==> src/rtl/psimd_addsub.sv <==
// psimd_addsub: packed-SIMD signed add/subtract with optional per-lane saturation.
//
// Two-stage valid/ready pipeline. Stage 1 captures the operands and the
// per-beat controls; stage 2 holds the per-lane result, the overflow flags
// and the output valid bit. A single advance enable moves both stages
// together, so bubbles travel down the pipe exactly like data.
//
// Ports
//   clk         : clock, all state changes on the rising edge
//   rst         : synchronous active-high reset
//   in_valid    : operand beat present
//   in_ready    : block accepts a beat this cycle
//   a, b        : operands, lane i at bits [i*LANE_W +: LANE_W]
//   op_sub      : 0 = A+B, 1 = A-B (per lane), sampled with the beat
//   sat_en      : 1 = saturate overflowing lanes, 0 = wrap, sampled with the beat
//   out_valid   : result beat present
//   out_ready   : downstream accepts the result
//   result      : per-lane result
//   ovf         : per-lane overflow flags of the current result beat
//   sticky_ovf  : per-lane OR of ovf over all delivered beats since reset/clear
//   clr_sticky  : clears sticky_ovf (a simultaneous delivered overflow wins)
module psimd_addsub #(
    parameter int LANE_W = 4,
    parameter int LANES  = 4
) (
    input  logic                     clk,
    input  logic                     rst,
    input  logic                     in_valid,
    output logic                     in_ready,
    input  logic [LANE_W*LANES-1:0]  a,
    input  logic [LANE_W*LANES-1:0]  b,
    input  logic                     op_sub,
    input  logic                     sat_en,
    output logic                     out_valid,
    input  logic                     out_ready,
    output logic [LANE_W*LANES-1:0]  result,
    output logic [LANES-1:0]         ovf,
    output logic [LANES-1:0]         sticky_ovf,
    input  logic                     clr_sticky
);

    localparam int W = LANE_W * LANES;

    // Stage 1 registers
    logic             s1_valid_reg;
    logic [W-1:0]     s1_a_reg;
    logic [W-1:0]     s1_b_reg;
    logic             s1_sub_reg;
    logic             s1_sat_reg;

    // Stage 2 registers
    logic             out_valid_reg;
    logic [W-1:0]     result_reg;
    logic [LANES-1:0] ovf_reg;
    logic [LANES-1:0] sticky_reg;

    // Combinational lane results computed from stage 1
    logic [W-1:0]     result_next;
    logic [LANES-1:0] ovf_next;

    logic adv;
    logic delivered;

    // Both stages advance together whenever the output slot is free or drains.
    assign adv       = !out_valid_reg || out_ready;
    assign delivered = out_valid_reg && out_ready;

    generate
        for (genvar gi = 0; gi < LANES; gi++) begin : g_lane
            logic [LANE_W-1:0] lane_a;
            logic [LANE_W-1:0] lane_b;
            logic [LANE_W-1:0] lane_raw;
            logic [LANE_W-1:0] lane_sat;
            logic              lane_ovf;
            logic              sign_a;
            logic              sign_b;
            logic              sign_r;

            assign lane_a   = s1_a_reg[gi*LANE_W +: LANE_W];
            assign lane_b   = s1_b_reg[gi*LANE_W +: LANE_W];
            assign lane_raw = s1_sub_reg ? (lane_a - lane_b) : (lane_a + lane_b);

            assign sign_a = lane_a[LANE_W-1];
            assign sign_b = lane_b[LANE_W-1];
            assign sign_r = lane_raw[LANE_W-1];

            // Add overflows only for like signs, subtract only for unlike signs;
            // in both cases the wrapped result has flipped away from A's sign.
            assign lane_ovf = (s1_sub_reg ? (sign_a != sign_b) : (sign_a == sign_b))
                              && (sign_r != sign_a);

            // Overflow always moves away from A's sign, so A picks the rail.
            assign lane_sat = sign_a ? {1'b1, {(LANE_W-1){1'b0}}}
                                     : {1'b0, {(LANE_W-1){1'b1}}};

            assign result_next[gi*LANE_W +: LANE_W] = (s1_sat_reg && lane_ovf) ? lane_sat
                                                                              : lane_raw;
            assign ovf_next[gi] = lane_ovf;
        end
    endgenerate

    always_ff @(posedge clk) begin
        if (rst) begin
            s1_valid_reg  <= 1'b0;
            s1_a_reg      <= '0;
            s1_b_reg      <= '0;
            s1_sub_reg    <= 1'b0;
            s1_sat_reg    <= 1'b0;
            out_valid_reg <= 1'b0;
            result_reg    <= '0;
            ovf_reg       <= '0;
        end else if (adv) begin
            s1_valid_reg  <= in_valid;
            s1_a_reg      <= a;
            s1_b_reg      <= b;
            s1_sub_reg    <= op_sub;
            s1_sat_reg    <= sat_en;
            out_valid_reg <= s1_valid_reg;
            // Bubbles leave a clean zero result rather than stale lane data.
            result_reg    <= s1_valid_reg ? result_next : '0;
            ovf_reg       <= s1_valid_reg ? ovf_next : '0;
        end
    end

    always_ff @(posedge clk) begin
        if (rst) begin
            sticky_reg <= '0;
        end else if (clr_sticky) begin
            // Per lane: a flag set by a beat delivered this cycle survives the clear.
            sticky_reg <= delivered ? ovf_reg : '0;
        end else if (delivered) begin
            sticky_reg <= sticky_reg | ovf_reg;
        end
    end

    assign in_ready   = adv;
    assign out_valid  = out_valid_reg;
    assign result     = result_reg;
    assign ovf        = ovf_reg;
    assign sticky_ovf = sticky_reg;

endmodule

==> config.mk <==
export PLATFORM = sky130hd
export DESIGN_NAME = psimd_addsub
export DESIGN_NICKNAME = d
export VERILOG_FILES = /design/src/rtl/psimd_addsub.sv
export SDC_FILE = /design/constraint.sdc
export NUM_CORES = 1
export LEC_CHECK = 0
export CORE_MARGIN = 8
export CORE_UTILIZATION = 50
export CTS_BUF_LIST = sky130_fd_sc_hd__clkbuf_16
export CTS_CLUSTER_DIAMETER = 120
export CTS_CLUSTER_SIZE = 28
export DETAILED_ROUTE_END_ITERATION = 10
export DONT_BUFFER_PORTS = 1
export GPL_TIMING_DRIVEN = 0
export PLACE_DENSITY = 0.68
export SYNTH_ARGS = -nofsm -noshare
export SYNTH_HDL_FRONTEND = slang
export SYNTH_SLANG_ARGS = --single-unit
==> constraint.sdc <==
create_clock -name clk -period 6 [get_ports clk]
set_input_delay 0.6 -clock clk [delete_from_list [all_inputs] [get_ports clk]]
set_output_delay 0.6 -clock clk [all_outputs]
set_load 0.03 [all_outputs]
Yosys cells after proc, flatten, opt, wreduce, memory -nomap -nowiden

Cells that the tools add are included.

Add/subtract/negate cells: 8
Equal/unequal tests: 12
Mux-type cells: 21
Bitwise logic cells: 1
Reduce and logical (&&, ||, !) cells: 12

Operators with widths:

| operator          | number |
|---|---|
| $mux 4            | 16 |
| $add 4x4->4       | 4 |
| $mux 16           | 1 |
| $sub 4x4->4       | 4 |
| $logic_and 1x1->1 | 9 |
| $ne 1x1->1        | 8 |
| $eq 1x1->1        | 4 |
| $mux 1            | 4 |
| $or 4x4->4        | 1 |
| $reduce_bool 2->1 | 1 |
| $logic_not 1->1   | 1 |
| $logic_or 1x1->1  | 1 |

Flip-flop bits (word level): 60
Input bits: 39
Output and inout port bits: 26
Word-level logic and storage cells: 63

Depth between registers and ports, before layout

Gate-level depths: netlist of the first run.

Depth in word-level cells: 7
Mapped depth: 10
Mapped depth without buffers: 10

Worst setup path after synthesis of the first run

No wires, ideal clock.

Kind: flip-flop to flip-flop
Start: register s1_sub_reg
End: register result_reg[11], in the netlist result[11]
Setup time: 0.136 ns
Arrival: 2.347 ns
Data required time: 5.864 ns
Setup slack: 3.517 ns
Cell stages (with the launch flop): 11
Path buffers: 2
Period minus slack after synthesis: 2.483 ns
Cells stage by stage: dfxtp_1 > clkbuf_8 > buf_2 > mux2_2 > inv_1 > ha_1 > and2b_2 > o21a_1 > o211a_1 > o311ai_0 > nand3_1

Word-level cells in the longest chain between the ends: 6
Elaborated cells between the ends (all ways): 7
Classes of those cells: 1 x eq/ne; 4 x mux; 2 x reduce/logical

Ends and longest elaborated chain:

| item                   | line | text |
|---|---|---|
| from (decl)            | 48   | `logic s1_sub_reg;` |
| from (signal assigned) | 116  | `s1_sub_reg <= op_sub;` |
| $mux 4                 | 81   | `assign lane_raw = s1_sub_reg ? (lane_a - lane_b) : (lane_a + lane_b);` |
| $ne 1x1->1             | 90   | `&& (sign_r != sign_a);` |
| $logic_and 1x1->1      | 90   |  |
| $logic_and 1x1->1      | 96   | `assign result_next[gi*LANE_W +: LANE_W] = (s1_sat_reg && lane_ovf) ? lane_sat` |
| $mux 4 *               | 96   |  |
| $mux 16 *              | 120  | `result_reg <= s1_valid_reg ? result_next : '0;` |
| to (signal assigned)   | 120  |  |
| to (decl)              | 53   | `logic [W-1:0] result_reg;` |

Mark *: on every way between the ends. The rest lies on a longest branch, timed or not.
A chain may end at the register's enable or synchronous reset.

Final worst setup path of the first run

Start: register s1_sub_reg
End: register result_reg[8], in the netlist result[8]

Same word-level chain as after synthesis.

==> impl_metrics.csv, run 1 <==
group,metric,value,unit
pwr,clkPwrFrac,0.410,
clock_tree,cts_hold_buf,0,
yosys,syn_inst,372,
worst_setup_path,cp-end-kind,"flop",
worst_setup_path,crit_fanout,10,
final_layout,areaGrowthSynthToFinish,11.16,%
pwr,power.density,308.1,nW/um^2
die,num_io_pins,65,
pwr,p_sw_frac,0.2789,
pwr,p_comb_frac,0.155,
final_layout,stdcell_count,462,
timing,holdWs,0.4110,ns
clock_tree,htreeDepth,3,
outcome,outcome,"finished, final reports clean",
final_layout,drive_gt1_frac,0.06977,
drt,routed_wl,7519,um
die,rows,28,
yosys,synth-warning-count,0,
placed_design,gp_routability_congestion,0.8566,
yosys,synthTopCellsByArea,"dfxtp_1 (39%), nand2_1 (11%), ha_1 (6.5%)",
worst_setup_path,r2r-start,"s1_sub_reg",
timing,tightest_slew,0.9581,ns
pwr,power.switching,294.6,uW
worst_setup_path,startpoint,"s1_sub_reg",
placed_design,placed_cells,447,
yosys,synth_nets,431,
pwr,peakVddDrop,0.2033,mV
yosys,netlist_area,3084,sq um
worst_setup_path,r2r_setup_slack,3.16,ns
clock_tree,clk_path_buf_depth,2,
yosys,synth-main-ff-cell,"dfxtp_1",
timing,setup-tns-final,0,ns
drt,wl_per_cell,16.27,um
clock_tree,post_cts_resized,0,
global_route,grt_pass1_vias,2568,
hold_path,min_path_type,"primary input to flop",
final_layout,post-route-util,0.5756,
clock_tree,cts_tree,"built",
drt,viasPerCell,5.567,
yosys,yosys.cell_types.count,44,
yosys,synth_seq_area_share,0.3895,
clock_tree,path_clk_slew,0.05,ns
drt,drt_iter0_markers,83,
clock_tree,clkLatencyLatePin,0.32,ns
global_route,grt_overflow,0,
yosys,synth_edf_count,0,
die,fp.dieW,94.54,um
global_route,grt_max_degree,11,
global_route,antenna_found_initial,0,
pwr,p_total,1056,uW
clock_tree,numCtsBuffers,9,
timing,final-hold-violation-count,0,
worst_setup_path,path_cells,"clkbuf_8 -> buf_2 -> mux2_2 -> inv_1 -> ha_1 -> and2b_2 -> o21a_1 -> o211a_1 -> o21ai_0 -> o311ai_1",
placed_design,io_buffers,0,
yosys,ys_ff_latch,60,
worst_setup_path,worstRegToRegCells,10,
timing,period_share,0.4729,
clock_tree,clk_root_buffer_cell,"clkbuf_16",
drt,antenna_left,0,
worst_setup_path,cp.required,6.19,ns
yosys,netlist.area_leader.share,0.3895,
placed_design,hpwl,5749,um
timing,clock.fmax,0.3524,GHz
worst_setup_path,slowest_stage,"mux2_2",
timing,rsz0062_at_grt,"false",
final_layout,diodes,0,
timing,finalCriticalPeriod,2.838,ns
worst_setup_path,crit_path_start_kind,"flop",
timing,clock-skew-final,0.009079,ns
pwr,p_seq_frac,0.435,
timing,relSlewSlack,0.3599,
worst_setup_path,worstSetupPathType,"flop to flop",
final_layout,nets,442,
die,start_util,0.5179,
worst_setup_path,r2r_end,"result[8]",
pwr,p_int,761.7,uW
worst_setup_path,cpPeakStageDelay,0.41,ns
worst_setup_path,endpoint,"result[8]",
yosys,synth_top_area_cell,"dfxtp_1",
timing,drv_slew,0,
timing,finalSetupViolations,0,
worst_setup_path,cp.arrival,3.03,ns
pwr,p_leak,0.001424,uW
drt,drcViolationCount,0,
clock_tree,cts_sinks,60,
die,die_area,8938,sq um
run,drv_cap,0,
yosys,async_reset_ff_frac,0,
drt,vias,2572,
die,die_h,94.54,um
yosys,synth.avg_cell_area,8.291,sq um
die,core_area,5956,sq um
clock_tree,post_cts_buffers,0,
global_route,grt_pass1_wl,12050,um
global_route,grtUsageTotal,0.1750,
drt,first_pass_iters,4,
==> cell type report <==
class,instances,area (sq um)
multi-input combinational,270,1703
clock buffer,9,225.2
inverter,23,86.33
fill,581,2527
sequential,60,1201
tap,75,93.84
buffer,19,93.84
clock inverter,6,25.02
==> Yosys cell counts (6+ instances only) <==
library cell  number
nand2_1           89
dfxtp_1           60
a21oi_1           37
inv_1             23
ha_1              16
nor2_1            15
clkbuf_1          13
nand3_1            8
nor3_1             8
o311ai_1           8
xnor2_1            8
xor2_1             8
a32oi_1            6
o21ai_0            6
==> routing by layer <==
layer	routed length, um	GRT usage
met1	3148	0.1950
met2	3612	0.2966
met3	642	0.05476
met4	116	0.08453
met5	0	0
==> power by group through the flow <==
stage / Sequential, uW / Combinational, uW / Clock (uW)
floorplan: 461 / 134 / 0
global route: 463 / 187 / 458
detailed placement: 468 / 164 / 0
global placement: 467 / 157 / 0
CTS: 460 / 165 / 441
finish: 459 / 164 / 433
==> cell usage in the layout (no fill, tap or decap), types with 2 or more instances in the layout <==
cell type  count
clkinv_2       2
nor2_1        15
a32oi_1        6
xnor2_1        8
o21a_1         4
or3_1          3
o211ai_1       4
o21ai_0        6
fa_1           4
o311ai_1       8
mux2_2         3
clkinv_1       2
buf_2          4
dfxtp_1       60
a211oi_1       2
clkbuf_1      13
or3_4          2
ha_1          16
o211a_1        3
clkbuf_16      9
nor2b_1        4
nand4_1        4
a21oi_1       37
nand2_1       89
and2_1         4
a221o_1        3
o311ai_0       3
inv_1         25
a211o_1        3
and3_1         3
nor3_1         8
xor2_1         8
nand3_1        8
==> stage by stage <==
step	setup slack, ns	cell area [sq um]
floorplan	3.517	3084
global placement	3.228	3178
detailed placement	3.141	3178
CTS	3.139	3428
global route	3.000	3428
finish	3.162	3428
==> worst min path at each step <==
stage                       startpoint  slack (ns)      endpoint  depth (start not counted)
after floorplan            s1_a_reg[0]        0.43   s1_a_reg[0]                          2
after global placement     s1_a_reg[8]        0.44   s1_a_reg[8]                          2
after detailed placement  s1_a_reg[12]        0.45  s1_a_reg[12]                          2
after CTS                         a[9]        0.40   s1_a_reg[9]                          2
after global routing            sat_en        0.41    s1_sat_reg                          2
final                             b[5]        0.41   s1_b_reg[5]                          2
==> kinds of logic after synthesis <==
kind of cell	share of synthesized area
AO/OA/AOI/OAI	0.1866
flip-flops	0.3895
multiplexers	0.01420
adder cells (fa/ha/maj)	0.09087
buffers and inverters	0.05842
XOR/XNOR	0.04544
AND/OR/NAND/NOR	0.2150
==> worst max-delay path: cells and delay by family (launching register included) <==
family / cells / cell delay [ns]
compound gates: 4 / 0.98
fa+ha+maj: 1 / 0.21
buf+inv: 3 / 0.55
flops: 1 / 0.37
mux: 1 / 0.41
simple gates: 1 / 0.19
(Power assumes the default switching activity.)
==> run 2: changes to the inputs <==
Settings changed: PLACE_DENSITY 0.68 to 0.71.
Clock period 6 ns to 2.5 ns, I/O delays scaled along.
==> run 2 against run 1 <==
  * Sequential cell count is the same
  * First-iteration DRC count up 51%
  * Sequential power rose by 140%
  * Combinational power rose to 2.7 times the previous value
  * Worst setup slack lost 3.1 ns
  * Total power is 150% higher
  * Clock skew shrank 0.0051 ns
  * Non-clock buffer count up 5
  * Count of clock-buffer cells in the layout did not move
==> impl_metrics.csv, run 2 (same netlist as run 1, synthesis figures left out) <==
group,metric,value,unit
timing,finalSetupViolations,0,
die,num_io_pins,65,
timing,drv_slew,0,
placed_design,io_buffers,0,
worst_setup_path,slowest_stage,"dfxtp_2",
pwr,p_leak,0.001465,uW
worst_setup_path,critical-path-top-delay-family,"compound AO/OA/AOI/OAI gates",
clock_tree,clkLatencyLatePin,0.32,ns
clock_tree,clk_root_buffer_cell,"clkbuf_16",
global_route,antenna_found_initial,0,
drt,first_pass_iters,4,
timing,clock-skew-final,0.004000,ns
pwr,p_int,1861,uW
drt,drt_iter0_markers,125,
final_layout,drive_gt1_frac,0.1250,
worst_setup_path,endpoint,"result[11]",
worst_setup_path,worstPathBufferInverterCount,3,
final_layout,areaGrowthSynthToFinish,15.13,%
worst_setup_path,worstSetupPathType,"flop to flop",
worst_setup_path,cp-end-kind,"flop",
worst_setup_path,crit_path_start_kind,"flop",
die,die_h,94.54,um
final_layout,diodes,0,
outcome,outcome,"finished, final reports clean",
pwr,p_comb_frac,0.172,
worst_setup_path,path_cells,"inv_1 -> ha_1 -> mux2_4 -> inv_2 -> ha_1 -> and2b_2 -> o21a_4 -> a211oi_4 -> buf_4 -> o311ai_1 -> nand3_1",
die,die_area,8938,sq um
placed_design,hpwl,5544,um
timing,relSlewSlack,0.3002,
timing,clock.fmax,0.4093,GHz
clock_tree,path_clk_slew,0.05,ns
timing,final-hold-violation-count,0,
final_layout,stdcell_area,3551,sq um
die,core_area,5956,sq um
pwr,p_sw_frac,0.2854,
drt,antenna_left,0,
worst_setup_path,crit_fanout,4,
timing,setup_ws,0.05702,ns
placed_design,dpl_cell_area,3178,sq um
clock_tree,htreeDepth,3,
worst_setup_path,cpPeakStageDelay,0.34,ns
global_route,grt_overflow,0,
clock_tree,cts_sinks,60,
die,rows,28,
worst_setup_path,cp.depth,11,
worst_setup_path,worstRegToRegCells,11,
hold_path,hp-start,"b[0]",
final_layout,layout_commonest_cell,"nand2_1",
pwr,power.switching,743.5,uW
drt,wl_per_cell,16.42,um
placed_design,gp_routability_congestion,0.8312,
run,drv_cap,0,
drt,viasPerCell,5.692,
timing,finalCriticalPeriod,2.443,ns
worst_setup_path,cp.arrival,2.70,ns
worst_setup_path,cp.required,2.76,ns
worst_setup_path,startpoint,"s1_b_reg[8]",
global_route,grt_pass1_vias,2460,
pwr,power.density,733.6,nW/um^2
pwr,peakVddDrop,0.4579,mV
die,fp.dieW,94.54,um
worst_setup_path,r2r_end,"result[11]",
drt,routed_wl,7669,um
timing,tightest_slew,1.047,ns
worst_setup_path,r2r_setup_slack,0.06,ns
placed_design,preCtsSetupSlack,-0.3362,ns
pwr,clkPwrFrac,0.404,
global_route,grt_pass1_wl,11810,um
timing,period_share,0.9772,
worst_setup_path,cp_common_cell,"ha_1",
pwr,p_seq_frac,0.424,
timing,rsz0062_at_grt,"true",
global_route,grt_max_degree,20,
clock_tree,numCtsBuffers,9,
worst_setup_path,r2r-start,"s1_b_reg[8]",
die,start_util,0.5179,
global_route,grtUsageTotal,0.1708,
drt,vias,2658,
final_layout,nets,447,
clock_tree,clk_path_buf_depth,2,
final_layout,layout_common_cells,"nand2_1 (89), dfxtp_1 (53), a21oi_1 (37), inv_1 (24), ha_1 (16)",
drt,drcViolationCount,0,
hold_path,min_path_type,"primary input to flop",
clock_tree,cts_tree,"built",
==> run 2: cell types whose count changed in the layout (fill, tap and decap cells not counted), sizes merged <==
cell  before  now
buf        5   10
==> run 2: how the worst min path moves through the flow <==
stage	end	slack [ns]	depth (start not counted)
3_5_place_dp	s1_a_reg[5]	0.40	2
2_1_floorplan	s1_a_reg[0]	0.39	2
4_1_cts	s1_sat_reg	0.06	2
6_report	s1_b_reg[0]	0.06	2
5_1_grt	s1_b_reg[12]	0.06	2
3_3_place_gp	s1_a_reg[11]	0.39	2
==> run 2: what timing repair did <==
item	4_1_cts	5_1_grt
resized for setup	7	17
hold buffers	0	0
buffers inserted	1	5
pin swaps	2	4
gates cloned	0	0
endpoints found under the setup margin	19	16
==> run 2: layout make-up <==
class | instances | area [sq um]
plain buffers | 18 | 100.1
clock inverters | 6 | 25.02
fillers | 537 | 2405
multi-input cells | 270 | 1765
clock buffers | 9 | 225.2
flip-flops and latches | 60 | 1210
well taps | 75 | 93.84
inverters | 23 | 86.33
repair buffers | 6 | 45.04
==> run 2: routing by layer <==
metal  GRT usage  vias to the layer above  routed length, um
li1            -                     1318                  -
met1      0.2001                     1243               3244
met2      0.2781                       83               3633
met3     0.05317                       14                649
met4     0.08192                        0                141
met5           0                        -                  0
==> run 2: power by group through the flow <==
stage | registers, uW | logic, uW | clock network, uW
2_1_floorplan | 1110 | 320 | 0
3_3_place_gp | 1120 | 375 | 0
3_5_place_dp | 1120 | 387 | 0
4_1_cts | 1100 | 411 | 1060
5_1_grt | 1110 | 501 | 1110
6_report | 1100 | 449 | 1050
==> run 2: worst reg2reg max path, delay by kind of cell (launching register included) <==
family / cells / cell delay, ns
adder cells (fa/ha/maj): 2 / 0.50
flip-flops: 1 / 0.34
AO/OA/AOI/OAI: 3 / 0.65
buffers and inverters: 3 / 0.29
multiplexers: 1 / 0.28
AND/OR/NAND/NOR: 2 / 0.33
==> run 2: stage by stage <==
step	util	cells	hold slack, ns	total power (uW)	setup TNS (ns)
2_1_floorplan	-	372	0.3905	1427	0
3_3_place_gp	0.5336	447	0.3914	1496	-3.019
3_5_place_dp	0.5336	447	0.3962	1510	-3.899
4_1_cts	0.5807	462	0.05780	2576	0
5_1_grt	0.5962	467	0.05813	2719	-0.1802
6_report	0.5962	467	0.05874	2605	0
==> run 3: changes to the inputs <==
Settings changed: RECOVER_POWER from default to 50.
==> run 3 against run 2 <==
  * Non-clock buffer count unchanged
  * Cell count unchanged
  * Die area unchanged
  * Count of clock-buffer cells in the layout unchanged
  * Total power about the same
  * Clock power about the same
  * Core utilization unchanged
  * Global-route usage unchanged
  * First-iteration DRC count unchanged
  * Combinational power about the same
  * Critical path depth unchanged
  * Critical path type unchanged
==> impl_metrics.csv, run 3 (same netlist as run 1, synthesis figures left out) <==
group,metric,value,unit
drt,viasPerCell,5.645,
final_layout,diodes,0,
worst_setup_path,crit_path_start_kind,"flop",
timing,clock.fmax,0.4089,GHz
clock_tree,path_clk_slew,0.05,ns
placed_design,hpwl,5544,um
worst_setup_path,critical-path-top-delay-family,"compound AO/OA/AOI/OAI gates",
drt,wl_per_cell,16.46,um
worst_setup_path,cp.arrival,2.71,ns
run,drv_cap,0,
placed_design,io_buffers,0,
hold_path,min_path_type,"primary input to flop",
outcome,outcome,"finished, final reports clean",
clock_tree,cts_sinks,60,
drt,first_pass_iters,4,
timing,finalSetupViolations,0,
die,die_h,94.54,um
worst_setup_path,crit_fanout,4,
worst_setup_path,cp.required,2.76,ns
clock_tree,cts_tree,"built",
timing,drv_slew,0,
clock_tree,clk_path_buf_depth,2,
global_route,grt_pass1_vias,2460,
pwr,p_leak,0.001466,uW
clock_tree,cts_hold_buf,0,
clock_tree,htreeDepth,3,
pwr,peakVddDrop,0.4585,mV
final_layout,drive_gt1_frac,0.1250,
worst_setup_path,worstRegToRegCells,11,
final_layout,stdcell_count,467,
placed_design,dpl_cell_area,3178,sq um
timing,tightest_slew,1.078,ns
timing,finalCriticalPeriod,2.446,ns
die,num_io_pins,65,
global_route,grt_overflow,0,
timing,final-hold-violation-count,0,
clock_tree,clkLatencyLatePin,0.32,ns
global_route,antenna_found_initial,0,
worst_setup_path,worstPathBufferInverterCount,3,
die,fp.dieW,94.54,um
placed_design,gp_routability_congestion,0.8312,
final_layout,seq_area,1210,sq um
hold_path,hold_depth,2,
clock_tree,numCtsBuffers,9,
drt,antenna_left,0,
die,die_area,8938,sq um
final_layout,fill_cells,537,
worst_setup_path,cpPeakStageDelay,0.34,ns
die,start_util,0.5179,
final_layout,multi_input_area,1765,sq um
final_layout,nets,447,
hold_path,hp-start,"b[0]",
final_layout,areaGrowthSynthToFinish,15.13,%
timing,holdWs,0.05829,ns
timing,relSlewSlack,0.2801,
drt,routed_wl,7686,um
placed_design,placed_cells,447,
worst_setup_path,worstSetupPathType,"flop to flop",
timing,period_share,0.9782,
worst_setup_path,r2r_end,"result[11]",
drt,drcViolationCount,0,
worst_setup_path,cp_common_cell,"ha_1",
final_layout,stdcell_area,3551,sq um
drt,drt_iter0_markers,125,
pwr,power.density,733.7,nW/um^2
final_layout,layout_common_cells,"nand2_1 (89), dfxtp_1 (53), a21oi_1 (37), inv_1 (24), ha_1 (16)",
worst_setup_path,path_cells,"inv_1 -> ha_1 -> mux2_4 -> inv_2 -> ha_1 -> and2b_2 -> o21a_4 -> a211oi_4 -> buf_4 -> o311ai_1 -> nand3_1",
die,core_area,5956,sq um
timing,rsz0062_at_grt,"true",
worst_setup_path,r2r_setup_slack,0.05,ns
die,rows,28,
global_route,grt_max_degree,20,
worst_setup_path,cp-end-kind,"flop",
worst_setup_path,r2r-start,"s1_b_reg[8]",
global_route,grt_pass1_wl,11810,um
hold_path,holdPathEnd,"s1_b_reg[0]",
timing,clock-skew-final,0.004284,ns
worst_setup_path,slowest_stage,"dfxtp_2",
global_route,grtUsageTotal,0.1708,
drt,vias,2636,
final_layout,layout_commonest_cell,"nand2_1",
clock_tree,clk_root_buffer_cell,"clkbuf_16",
run 3: power breakdown:
part / leakage [uW] / switching (uW) / total [uW] / internal (uW)
registers: 0.000496 / 89.0 / 1100 / 1020
logic: 0.000837 / 248 / 449 / 201
clock network: 0.000133 / 406 / 1050 / 645
run 3: final cells by class:
class                           count  share of cell area
Clock buffer                        9             0.06342
Multi-Input combinational cell    270              0.4972
Tap cell                           75             0.02643
Timing Repair Buffer                6             0.01268
Clock inverter                      6            0.007047
Sequential cell                    60              0.3407
Buffer                             18             0.02819
Inverter                           23             0.02431
run 3: what timing repair did:
action / CTS / global route
endpoints found under the hold margin: 0 / 0
gates resized for setup: 7 / 17
setup buffers: 1 / 5
pin swaps: 2 / 4
endpoints found under the setup margin: 19 / 16
run 3: how the worst max path moves through the flow:
stage           startpoint          to  slack, ns  depth (start not counted)
2_1_floorplan   s1_sub_reg  result[11]       0.02                         10
3_3_place_gp    s1_sub_reg   result[8]      -0.27                         10
3_5_place_dp    s1_sub_reg   result[9]      -0.34                         10
4_1_cts        s1_b_reg[4]   result[6]     0.0007                         10
5_1_grt        s1_b_reg[4]   result[7]      -0.04                         10
6_report       s1_b_reg[8]  result[11]       0.05                         11
run 3: worst register-to-register path, delay by kind of cell (launching register included):
kind	cells	cell delay, ns
adders and majority gates	2	0.50
and+or+nand+nor	2	0.32
muxes	1	0.28
DFF	1	0.34
AOI/OAI and AO/OA	3	0.65
buffers and inverters	3	0.29
run 3: through the flow:
stage / TNS [ns] / power [uW] / setup slack (ns) / utilization
floorplan: 0 / 1427 / 0.01705 / -
finish: 0 / 2605 / 0.05447 / 0.5962
CTS: 0 / 2576 / 0.0006859 / 0.5807
global route: -0.1802 / 2719 / -0.03891 / 0.5962
detailed placement: -3.899 / 1510 / -0.3362 / 0.5336
global placement: -3.019 / 1496 / -0.2707 / 0.5336
run 3: routing by layer:
| layer | global-route usage | up-vias | part of all wire |
|---|---|---|---|
| li1 | - | 1311 | - |
| met1 | 0.2001 | 1230 | 0.42 |
| met2 | 0.2781 | 83 | 0.48 |
| met3 | 0.05317 | 12 | 0.085 |
| met4 | 0.08192 | 0 | 0.016 |
| met5 | 0 | - | 0 |
